[src/rtl/oled_pkg.sv]
// Shared opcodes, widths and parser state for the OLED SPI responder.
package oled_pkg;
  localparam int PAGE_W = 3;
  localparam int COL_W  = 7;

  localparam logic [7:0] CMD_DISP_OFF  = 8'hAE;
  localparam logic [7:0] CMD_DISP_ON   = 8'hAF;
  localparam logic [7:0] CMD_CONTRAST  = 8'h81;
  localparam logic [7:0] CMD_PAGE_BASE = 8'hB0;

  localparam logic [7:0][7:0] ARG_OPS = {8'h81, 8'hA8, 8'hD3, 8'hD5,
                                         8'hD9, 8'hDA, 8'hDB, 8'h8D};

  typedef enum logic {CMD, ARG} parse_state_e;

  function automatic logic takes_arg(input logic [7:0] op);
    logic hit;
    hit = 1'b0;
    for (int i = 0; i < 8; i++)
      if (op == ARG_OPS[i]) hit = 1'b1;
    return hit;
  endfunction
endpackage

[src/rtl/spi_slave_shifter.sv]
// Synchronises the SPI pins into sys_clk and assembles MSB-first bytes.
// OLED_SPI_SLAVE_STATS_EN adds the partial-byte (cs abort) indication.
module spi_slave_shifter #(
  parameter int SYNC_STAGES = 2
) (
  input  logic       sys_clk,
  input  logic       sys_rst_n,
  input  logic       spi_sck,
  input  logic       spi_mosi,
  input  logic       spi_cs,
  input  logic       spi_dc,
  output logic       byte_done,
  output logic [7:0] data_byte,
  output logic       dc
`ifdef OLED_SPI_SLAVE_STATS_EN
  , output logic     frag
`endif
);
  logic [SYNC_STAGES-1:0] sck_q, mosi_q, cs_q, dc_q;
  logic                   sck_s, mosi_s, cs_s, sck_d, rise;
  logic [6:0]             shreg;
  logic [2:0]             bit_cnt;

  always_ff @(posedge sys_clk or negedge sys_rst_n) begin
    if (!sys_rst_n) begin
      sck_q  <= '0;
      mosi_q <= '0;
      cs_q   <= '1;
      dc_q   <= '0;
      sck_d  <= 1'b0;
    end else begin
      sck_q  <= {sck_q[SYNC_STAGES-2:0], spi_sck};
      mosi_q <= {mosi_q[SYNC_STAGES-2:0], spi_mosi};
      cs_q   <= {cs_q[SYNC_STAGES-2:0], spi_cs};
      dc_q   <= {dc_q[SYNC_STAGES-2:0], spi_dc};
      sck_d  <= sck_s;
    end
  end

  assign sck_s  = sck_q[SYNC_STAGES-1];
  assign mosi_s = mosi_q[SYNC_STAGES-1];
  assign cs_s   = cs_q[SYNC_STAGES-1];
  assign dc     = dc_q[SYNC_STAGES-1];
  assign rise   = sck_s & ~sck_d;

  always_ff @(posedge sys_clk or negedge sys_rst_n) begin
    if (!sys_rst_n) begin
      shreg   <= '0;
      bit_cnt <= '0;
    end else if (cs_s) begin
      bit_cnt <= '0;
    end else if (rise) begin
      shreg   <= {shreg[5:0], mosi_s};
      bit_cnt <= bit_cnt + 3'd1;
    end
  end

  // Eighth bit is taken straight from the synchroniser so the byte is whole on this edge.
  assign byte_done = rise & ~cs_s & (bit_cnt == 3'd7);
  assign data_byte = {shreg, mosi_s};

`ifdef OLED_SPI_SLAVE_STATS_EN
  logic cs_d;
  always_ff @(posedge sys_clk or negedge sys_rst_n) begin
    if (!sys_rst_n) cs_d <= 1'b1;
    else            cs_d <= cs_s;
  end
  assign frag = cs_s & ~cs_d & (bit_cnt != 3'd0);
`endif
endmodule

[src/rtl/oled_spi_slave.sv]
// SSD1306-style page-addressing responder: splits SPI bytes into commands/data
// and drives a framebuffer write port. OLED_SPI_SLAVE_STATS_EN adds byte counters and frame_err.
module oled_spi_slave
  import oled_pkg::*;
#(
  parameter int SYNC_STAGES = 2,
  parameter int COLS        = 128,
  parameter int PAGES       = 8
) (
  input  logic        sys_clk,
  input  logic        sys_rst_n,
  input  logic        spi_sck,
  input  logic        spi_mosi,
  input  logic        spi_cs,
  input  logic        spi_dc,
  output logic        byte_valid,
  output logic [7:0]  byte_data,
  output logic        byte_is_data,
  output logic        fb_we,
  output logic [9:0]  fb_addr,
  output logic [7:0]  fb_wdata,
  output logic        disp_on,
  output logic [7:0]  contrast
`ifdef OLED_SPI_SLAVE_STATS_EN
  , output logic [15:0] cmd_count,
  output logic [15:0] data_count,
  output logic        frame_err
`endif
);
  logic              byte_done, rx_dc;
  logic [7:0]        rx_byte, pend_op;
  logic [PAGE_W-1:0] page;
  logic [COL_W-1:0]  col;
  parse_state_e      state;

`ifdef OLED_SPI_SLAVE_STATS_EN
  logic frag;
`endif

  spi_slave_shifter #(.SYNC_STAGES(SYNC_STAGES)) u_shift (
    .sys_clk   (sys_clk),
    .sys_rst_n (sys_rst_n),
    .spi_sck   (spi_sck),
    .spi_mosi  (spi_mosi),
    .spi_cs    (spi_cs),
    .spi_dc    (spi_dc),
    .byte_done (byte_done),
    .data_byte (rx_byte),
    .dc        (rx_dc)
`ifdef OLED_SPI_SLAVE_STATS_EN
    , .frag    (frag)
`endif
  );

  always_ff @(posedge sys_clk or negedge sys_rst_n) begin
    if (!sys_rst_n) begin
      byte_valid   <= 1'b0;
      byte_data    <= '0;
      byte_is_data <= 1'b0;
      fb_we        <= 1'b0;
      fb_addr      <= '0;
      fb_wdata     <= '0;
      disp_on      <= 1'b0;
      contrast     <= 8'h7F;
      page         <= '0;
      col          <= '0;
      pend_op      <= '0;
      state        <= CMD;
    end else begin
      byte_valid <= byte_done;
      fb_we      <= 1'b0;
      if (byte_done) begin
        byte_data    <= rx_byte;
        byte_is_data <= rx_dc;
        if (rx_dc) begin
          // Data also aborts any pending argument.
          fb_we    <= 1'b1;
          fb_addr  <= {page, col};
          fb_wdata <= rx_byte;
          col      <= (col == COL_W'(COLS-1)) ? '0 : col + 1'b1;
          state    <= CMD;
        end else if (state == ARG) begin
          if (pend_op == CMD_CONTRAST) contrast <= rx_byte;
          state <= CMD;
        end else if (rx_byte[7:3] == CMD_PAGE_BASE[7:3]) begin
          page <= rx_byte[PAGE_W-1:0] & PAGE_W'(PAGES-1);
        end else if (rx_byte[7:4] == 4'h0) begin
          col[3:0] <= rx_byte[3:0];
        end else if (rx_byte[7:3] == 5'b00010) begin
          col[COL_W-1:4] <= rx_byte[COL_W-5:0];
        end else if (rx_byte == CMD_DISP_ON) begin
          disp_on <= 1'b1;
        end else if (rx_byte == CMD_DISP_OFF) begin
          disp_on <= 1'b0;
        end else if (takes_arg(rx_byte)) begin
          pend_op <= rx_byte;
          state   <= ARG;
        end
      end
    end
  end

`ifdef OLED_SPI_SLAVE_STATS_EN
  always_ff @(posedge sys_clk or negedge sys_rst_n) begin
    if (!sys_rst_n) begin
      cmd_count  <= '0;
      data_count <= '0;
      frame_err  <= 1'b0;
    end else begin
      if (byte_done && !rx_dc && cmd_count != 16'hFFFF)  cmd_count  <= cmd_count + 16'd1;
      if (byte_done && rx_dc && data_count != 16'hFFFF)  data_count <= data_count + 16'd1;
      if (frag) frame_err <= 1'b1;
    end
  end
`endif
endmodule

[config.mk]
export PLATFORM = sky130hd
export DESIGN_NAME = oled_spi_slave
export DESIGN_NICKNAME = d
export VERILOG_FILES = /design/src/rtl/oled_pkg.sv /design/src/rtl/spi_slave_shifter.sv /design/src/rtl/oled_spi_slave.sv
export SDC_FILE = /design/constraint.sdc
export NUM_CORES = 1
export LEC_CHECK = 0
export CAP_MARGIN = 5
export CORE_ASPECT_RATIO = 0.8
export CORE_MARGIN = 4
export CORE_UTILIZATION = 30
export CTS_CLUSTER_SIZE = 8
export DETAILED_ROUTE_END_ITERATION = 7
export PLACE_DENSITY = 0.6
export RECOVER_POWER = 100
export SLEW_MARGIN = 20
export SYNTH_ARGS = -nofsm -noshare
export SYNTH_HDL_FRONTEND = slang
export SYNTH_SLANG_ARGS = --single-unit
[constraint.sdc]
create_clock -name sys_clk -period 3.4 [get_ports sys_clk]
set_clock_uncertainty 0.15 [all_clocks]
set_input_delay 0.34 -clock sys_clk [delete_from_list [all_inputs] [get_ports sys_clk]]
set_output_delay 0.34 -clock sys_clk [all_outputs]
set_load 0.05 [all_outputs]
## After elaboration in Yosys (flattened, before gate mapping)

Index checks and enable logic that the tools add are counted.

- Flip-flop bits (word level): 76
- Output and inout bits: 38

- Add/subtract/negate cells: 2
- Eq/ne operators: 18
- Muxes and demuxes: 37
- Bitwise gates (word level): 12
- Reduce and logical (&&, ||, !) cells: 13

Operators with widths:

| operator | count |
|---|---|
| == test 8 bit, second input constant | 11 |
| two-way mux 1 bit | 28 |
| two-way mux 7 bit | 4 |
| two-way mux 3 bit | 4 |
| AND reduction 4 bit | 3 |
| inverter 1 bit | 9 |
| AND reduction 9 bit | 1 |
| nonzero test 2 bit | 4 |
| adder 7 x 1 -> 7 bit, second input constant | 1 |
| == test 7 bit, second input constant | 1 |
| AND reduction 7 bit | 1 |
| != test 2 x 1 -> 1 bit, second input constant | 3 |
| == test 5 x 2 -> 1 bit, second input constant | 1 |
| == test 5 bit, second input constant | 1 |
| AND reduction 5 bit | 1 |
| zero test 4 bit | 1 |
| two-way mux 4 bit | 1 |
| AND reduction 2 bit | 2 |
| adder 3 x 1 -> 3 bit, second input constant | 1 |
| AND 1 bit | 3 |
| == test 3 bit, second input constant | 1 |

## Longest topological paths before layout

Gate-level depths: netlist of the first run.

- Depth in word-level cells: 25
- Mapped depth: 7

## Hierarchy

A second synthesis of the first run with hierarchy kept.

- Cell total of the unflattened synthesis: 242
- Area, all modules: 3,213.1 um^2

By module, submodules not included:

| module | instances | cells each | area an instance (um^2) | sequential area each (um^2) |
|---|---|---|---|---|
| oled_spi_slave | 1 | 201 | 2,544.9 | 1,435.1 |
| spi_slave_shifter | 1 | 41 | 668.1 | 478.0 |

## Worst setup path after synthesis of the first run

Ideal clock, no wire load.

- Path type: register to register
- Start point: register u_shift.bit_cnt[0]
- End point: register fb_addr[0]
- Data arrival time: 1.839 ns
- Data required time: 3.125 ns
- Path slack: 1.286 ns
- Stages on the path, launching flop included: 7
- Path buffers: 1
- Period minus slack after synthesis: 2.114 ns
- Cell sequence: dfrtp_1 -> ha_1 -> ha_1 -> nor3b_1 -> nand2_1 -> buf_1 -> mux2_2

- Longest elaborated chain between the ends: 3

Ends and longest elaborated chain:

| element | line | RTL |
|---|---|---|
| start: declaration | spi_slave_shifter.sv:22 | `logic [2:0] bit_cnt;` |
| start signal: assignment | spi_slave_shifter.sv:54 | `bit_cnt <= bit_cnt + 3'd1;` |
| == test 3 bit | spi_slave_shifter.sv:59 | `assign byte_done = rise & ~cs_s & (bit_cnt == 3'd7);` |
| AND 1 bit | spi_slave_shifter.sv:59 |  |
| AND reduction 2 bit (no line) | - |  |
| end signal: assignment | oled_spi_slave.sv:78 | `fb_addr <= {page, col};` |
| end: declaration | oled_spi_slave.sv:20 | `output logic [9:0] fb_addr,` |

No other way between the ends.
A chain may end at the register's enable or synchronous reset.

## Worst setup path in the final report of the first run

- Start point: register u_shift.sck_d
- End point: register pend_op[5]

- Longest elaborated chain between the ends: 5

Ends and longest elaborated chain:

| element | line | RTL |
|---|---|---|
| start: declaration | spi_slave_shifter.sv:20 | `logic sck_s, mosi_s, cs_s, sck_d, rise;` |
| start signal: assignment | spi_slave_shifter.sv:36 | `sck_d <= sck_s;` |
| inverter 1 bit | spi_slave_shifter.sv:44 | `assign rise = sck_s & ~sck_d;` |
| AND 1 bit | spi_slave_shifter.sv:44 |  |
| AND 1 bit (2 in series) | spi_slave_shifter.sv:59 |  |
| AND reduction 9 bit (no line) | - |  |
| end signal: assignment | oled_spi_slave.sv:96 | `pend_op <= rx_byte;` |
| end: declaration | oled_spi_slave.sv:31 | `logic [7:0] rx_byte, pend_op;` |

No other way between the ends.

==> run_results.csv, run 1 <==
group,metric,value,unit
outcome,outcome,"complete, but fails checks",
outcome,violations,"max-capacitance violations, max-slew violations",
timing,fin_crit_sh,78.4,%
clock_tree,cts_sinks,76,
worst_setup_path,critPathArrivalTime,2730,ps
logic_synthesis,synth_xor_area_share,0.279,%
placement,gp_congestion,0.802,
worst_setup_path,worstPathRequired,3470,ps
power,power,0.00226,W
logic_synthesis,synth_fa_ha_area_share,1.20,%
clock_tree,cts_root_buf,"clkbuf_16",
drt,first_pass_iters,4,
logic_synthesis,synth_edf_count,0,
worst_setup_path,worst-r2r-setup-slack,740,ps
timing,max-slew-margin-rel,-22.8,%
final_layout,nets,287,
power,p_leak,1.95,nW
timing,hold_violations,0,
logic_synthesis,avgSynthCellArea,13.3,um2
placement,dp_hpwl,4150,um
drt,vias_per_cell,4.64,
worst_setup_path,worst_r2r_path_depth,5,
timing,worst_pin_slew,1840,ps
power,p_per_area,565,mW/mm2
timing,period_needed,2660,ps
clock_tree,insertion_delay,330,ps
timing,fin_setup_tns,0,ps
worst_setup_path,r2r-end,"pend_op[5]",
logic_synthesis,yosysWarnings,0,
logic_synthesis,synth_top_cell_area_share,53.5,%
clock_tree,post-cts-setup-buffers,0,
logic_synthesis,synth_nets,244,
final_layout,area_delta_synth_final,27.4,%
logic_synthesis,yosys.area.top_type,"dfrtp_1",
global_routing,grt.total_usage,11.2,%
worst_setup_path,path_class,"reg -> reg",
logic_synthesis,synth_top_family_by_area,"multiplexers",
worst_setup_path,regToRegStartpoint,"u_shift.sck_d",
run,maxCapViolations,1,
floorplanning,die_w,122,um
power,combPwrFrac,7.4,%
power,switching_share,26.2,%
worst_hold_path,hold_path_class,"reg -> reg",
worst_setup_path,path_max_fanout,9,
global_routing,grt_max_degree,77,
global_routing,grt_overflow,0,
timing,drv_slew,77,
power,internal_power,0.00167,W
logic_synthesis,ys_types,36,
timing,rsz0062_at_grt,"false",
clock_tree,clkTransAtPathRegs,60,ps
drt,dr_total_vias,1962,
power,p_clk_share,45.0,%
worst_setup_path,crit_path_end,"pend_op[5]",
logic_synthesis,synth.most_common_cell,"dfrtp_1",
timing,fmax,375,MHz
logic_synthesis,synth_compound_area_share,7.62,%
timing,finalSetupViolations,0,
clock_tree,numCtsBuffers,9,
floorplanning,io-pin-count,44,
power,worst_ir_drop_vdd,0.000211,V
logic_synthesis,synth_simple_gate_area_share,9.02,%
global_routing,grt_pass1_wl,10400,um
clock_tree,cts_tree,"built",
worst_setup_path,start_kind,"flop",
drt,wl,6300,um
logic_synthesis,synthMuxAreaShare,18.2,%
logic_synthesis,synthTopCellsByArea,"dfrtp_1 (53%), mux2_2 (18%), dfstp_2 (7.5%)",
final_layout,antenna_cells,0,
logic_synthesis,syn_area,0.00314,mm2
final_layout,drive_gt1_share,28.3,%
floorplanning,rows,33,
floorplanning,core,0.0102,mm2
power,power_frac_seq,47.7,%
logic_synthesis,ys_seq_area_share,61.0,%
logic_synthesis,ys_ff_latch,76,
floorplanning,die-area,0.0122,mm2
floorplanning,die_y,99.4,um
drt,wl_per_cell,14.9,um
logic_synthesis,netlist_instances,235,
clock_tree,cts_resized,0,
logic_synthesis,async_flop_share,100,%
power,p_sw,0.000592,W
worst_setup_path,critPathCaptureType,"flop",
placement,io_buffers,43,
drt,drt_iter0_markers,160,
worst_setup_path,cp-startpoint,"u_shift.sck_d",
logic_synthesis,ys_top_cells_by_count,"dfrtp_1 (67), mux2_2 (49), clkbuf_1 (12)",
clock_tree,cts_max_level,3,
floorplanning,initial_core_util,30.6,%
clock_tree,clk_path_buf_depth,2,
clock_tree,cts-hold-fix-buffers,0,
global_routing,antenna_found_initial,0,
logic_synthesis,synth_ff_type,"dfrtp_1",
global_routing,grt_pass1_vias,1994,
drt,ant_nets,0,
drt,drc_errors,0,
worst_hold_path,hp-start,"u_shift.mosi_q[0]",
[sequential cells by signal, indices dropped and copies added (netlist names), 3 cells and up]
register,cells
contrast,8
u_shift.bit_cnt,3
u_shift.shreg,7
fb_wdata,8
col,7
pend_op,8
fb_addr,10
byte_data,8
page,3
[layout by cell type (no fill, tap or decap), drive strengths merged, types with 2 or more instances in the layout]
master	n
nand3	4
a31oi	5
nor4	2
clkbuf	11
o21ai	11
dfrtp	67
a21oi	7
o22a	3
o22ai	2
nand2b	2
inv	11
and3	3
nand2	10
mux2i	2
clkinvlp	2
bufinv	2
mux2	49
dlygate4sd3	42
nor2	11
nor3b	3
ha	3
nand4	5
nor2b	3
dfstp	9
[worst max-delay path: stages, from the launching register on]
cell and delay [ps]:
dfrtp_1 400, nor3b_4 440, nand3b_1 270, a2111oi_4 390, nand4_1 460, mux2_2 440
[power groups by stage]
stage               clock, W  sequential (W)  combinational, W
finish               0.00102         0.00108          0.000166
global route         0.00109         0.00109          0.000187
CTS                  0.00105         0.00108          0.000175
detailed placement         0         0.00110          0.000175
global placement           0         0.00109          0.000171
floorplan                  0        0.000985          0.000204
[kinds of logic (layout without fill, tap and decap cells)]
logic type	after synthesis	after routing
compound gates	35	35
fa+ha+maj	3	3
simple gates	47	47
flops	76	76
xor+xnor	1	1
buf+inv	22	70
mux	51	51
[worst min-delay path by stage]
stage	depth (start not counted)	endpoint	slack, ps
after CTS	1	fb_addr[4]	40
after global placement	0	u_shift.mosi_q[1]	180
after floorplan	0	byte_data[0]	-110
final	0	u_shift.mosi_q[1]	200
after global routing	0	u_shift.mosi_q[1]	210
after detailed placement	0	u_shift.sck_q[1]	190
[layer usage]
metal  track usage, %  vias to the layer above  wire, um
li1                 -                      928         -
met1             15.8                      982      3030
met2             15.8                       45      2820
met3             4.15                        7       373
met4             3.61                        0        74
met5                0                        -         0
[final cells by class]
class                   instances  area, um2
clock buffers                   9        225
well taps                     140        175
fillers                      1014       6250
inverters                       9       33.8
multi-input cells             137       1110
clock inverters                 7       97.6
flip-flops and latches         76       1910
repair buffers                 45        437
[per-stage QoR]
step                hold slack, ps  instance area [um2]  utilization, %  setup slack, ps  instances
global route                   214                 3990            39.0              537        423
global placement               182                 3710            36.2             1030        407
finish                         201                 3990            39.0              735        423
detailed placement             188                 3710            36.2             1010        407
floorplan                     -106                 3140               -             1290        235
CTS                           43.0                 4030            39.4              993        423
(Power assumes the default switching activity.)
==> inputs of run 2 (changes only) <==
- clock period: 3.4 -> 2.6 ns (I/O delays scaled with it)
==> run 2 against run 1 <==
  * The flow now finishes without violations
  * Power is 26% higher
  * Die area stayed put
  * Cell area is 0.85% higher
  * Utilization is 0.33 points higher
  * Final cell count is 1.2% higher
  * Critical path depth stayed put
  * Maximum frequency is 19% higher
  * Sequential cell count stayed put
  * Sequential power is 28% higher
  * Register-to-register slack worse by 380 ps
  * Setup slack worse by 380 ps
  * Non-clock buffer count is 5 higher
  * Largest cell class unchanged
  * Highest routed layer unchanged
==> run_results.csv, run 2 (synthesis results as in run 1) <==
group,metric,value,unit
power,worst_ir_drop_vdd,0.000305,V
worst_setup_path,critPathCaptureType,"flop",
power,p_clk_share,42.6,%
drt,wl,6250,um
drt,wl_per_cell,14.6,um
clock_tree,cts_sinks,76,
timing,fin_setup_tns,0,ps
drt,drc_errors,0,
timing,finalSetupViolations,0,
drt,ant_nets,0,
placement,io_buffers,43,
floorplanning,die-area,0.0122,mm2
run,maxCapViolations,0,
power,internal_power,0.00212,W
final_layout,stdcell_count,428,
floorplanning,core,0.0102,mm2
clock_tree,insertion_delay,330,ps
floorplanning,io-pin-count,44,
clock_tree,cts_root_buf,"clkbuf_16",
global_routing,grt_pass1_vias,2012,
worst_hold_path,hold_path_class,"reg -> reg",
floorplanning,rows,33,
power,p_per_area,707,mW/mm2
outcome,outcome,"completed",
worst_setup_path,path_max_fanout,11,
global_routing,top_usage_layer,"met2",
clock_tree,cts_max_level,3,
worst_setup_path,start_kind,"flop",
timing,drv_slew,0,
final_layout,drive_gt1_share,27.4,%
floorplanning,initial_core_util,30.6,%
timing,period_needed,2240,ps
clock_tree,cts_resized,0,
global_routing,grt_util_met2,15.8,%
final_layout,fin_util,39.3,%
power,p_sw,0.000731,W
global_routing,grt.total_usage,11.3,%
power,power_frac_seq,48.4,%
clock_tree,numCtsBuffers,9,
power,combPwrFrac,9.0,%
timing,hold_violations,0,
global_routing,use_met1,15.5,%
drt,drt_iter0_markers,98,
power,p_leak,1.99,nW
timing,fmax,446,MHz
timing,worst_pin_slew,944,ps
clock_tree,clkTransAtPathRegs,50,ps
clock_tree,clk_path_buf_depth,2,
global_routing,grt_overflow,0,
timing,max-slew-margin-rel,37.1,%
power,power,0.00285,W
floorplanning,die_y,99.4,um
floorplanning,die_w,122,um
final_layout,layout_commonest_cell,"dfrtp_1",
global_routing,grt_max_degree,77,
placement,post-place-cells,411,
final_layout,antenna_cells,0,
worst_setup_path,worstPathRequired,2640,ps
global_routing,gr-usage-met3,5.40,%
placement,place_area,0.00375,mm2
global_routing,antenna_found_initial,0,
drt,dr_total_vias,1948,
placement,dp_hpwl,4210,um
final_layout,final_area,0.00403,mm2
drt,vias_per_cell,4.55,
drt,first_pass_iters,4,
timing,fin_crit_sh,86.3,%
final_layout,regMostFlops,"fb_addr",
worst_setup_path,critPathArrivalTime,2290,ps
worst_setup_path,path_class,"reg -> reg",
final_layout,nets,292,
final_layout,largest_register_ffs,10,
clock_tree,cts_tree,"built",
timing,rsz0062_at_grt,"false",
placement,gp_congestion,0.833,
global_routing,grt_pass1_wl,10500,um
final_layout,area_delta_synth_final,28.5,%
power,switching_share,25.7,%
final_layout,final_cell_mix,"dfrtp_1 (67), mux2_2 (49), dlygate4sd3_1 (43)",
[run 2: critical path: stages, from the launching register on]
cell and delay, ps:
dfrtp_1 480, or4b_2 720, nor3_1 150, o21ai_0 230
o21ba_2 310, o22ai_1 60
[run 2: per-layer routing]
metal / wire length [um] / part of all wire, %
met1: 3100 / 50
met2: 2670 / 43
met3: 407 / 6.5
met4: 74 / 1.2
met5: 0 / 0
[run 2: final cells by class]
type,instances,area [um2]
inverters,9,33.8
flip-flops and latches,76,1910
well taps,140,175
clock inverters,2,35.0
fillers,1005,6210
clock buffers,14,254
multi-input cells,137,1130
repair buffers,50,488
[run 2: worst paths after layout]
kind	start	to	slack, ps	depth (start not counted)
max reg2reg	u_shift.shreg[2]	col[5]	360	5
max in group asynchronous	sys_rst_n	u_shift.sck_d	1200	2
min	u_shift.mosi_q[0]	u_shift.mosi_q[1]	190	0
min in group asynchronous	sys_rst_n	fb_addr[6]	480	2
max	u_shift.shreg[2]	col[5]	360	5
min reg2reg	u_shift.mosi_q[0]	u_shift.mosi_q[1]	190	0
[run 2: per-stage QoR]
stage	hold WS (ps)	setup WS, ps
6_report	195	356
5_1_grt	205	167
4_1_cts	176	336
3_5_place_dp	186	363
3_3_place_gp	183	426
2_1_floorplan	-186	486
[run 2: what timing repair did]
action,4_1_cts,5_1_grt
buffers inserted,0,0
endpoints found under the hold margin,67,0
hold buffers,1,0
[run 2: power groups by stage]
| stage | combinational (W) | clock (W) | sequential, W |
|---|---|---|---|
| final | 0.000256 | 0.00121 | 0.00138 |
| after global routing | 0.000288 | 0.00129 | 0.00140 |
| after CTS | 0.000263 | 0.00125 | 0.00138 |
| after detailed placement | 0.000260 | 0 | 0.00140 |
| after global placement | 0.000252 | 0 | 0.00140 |
| after floorplan | 0.000267 | 0 | 0.00129 |
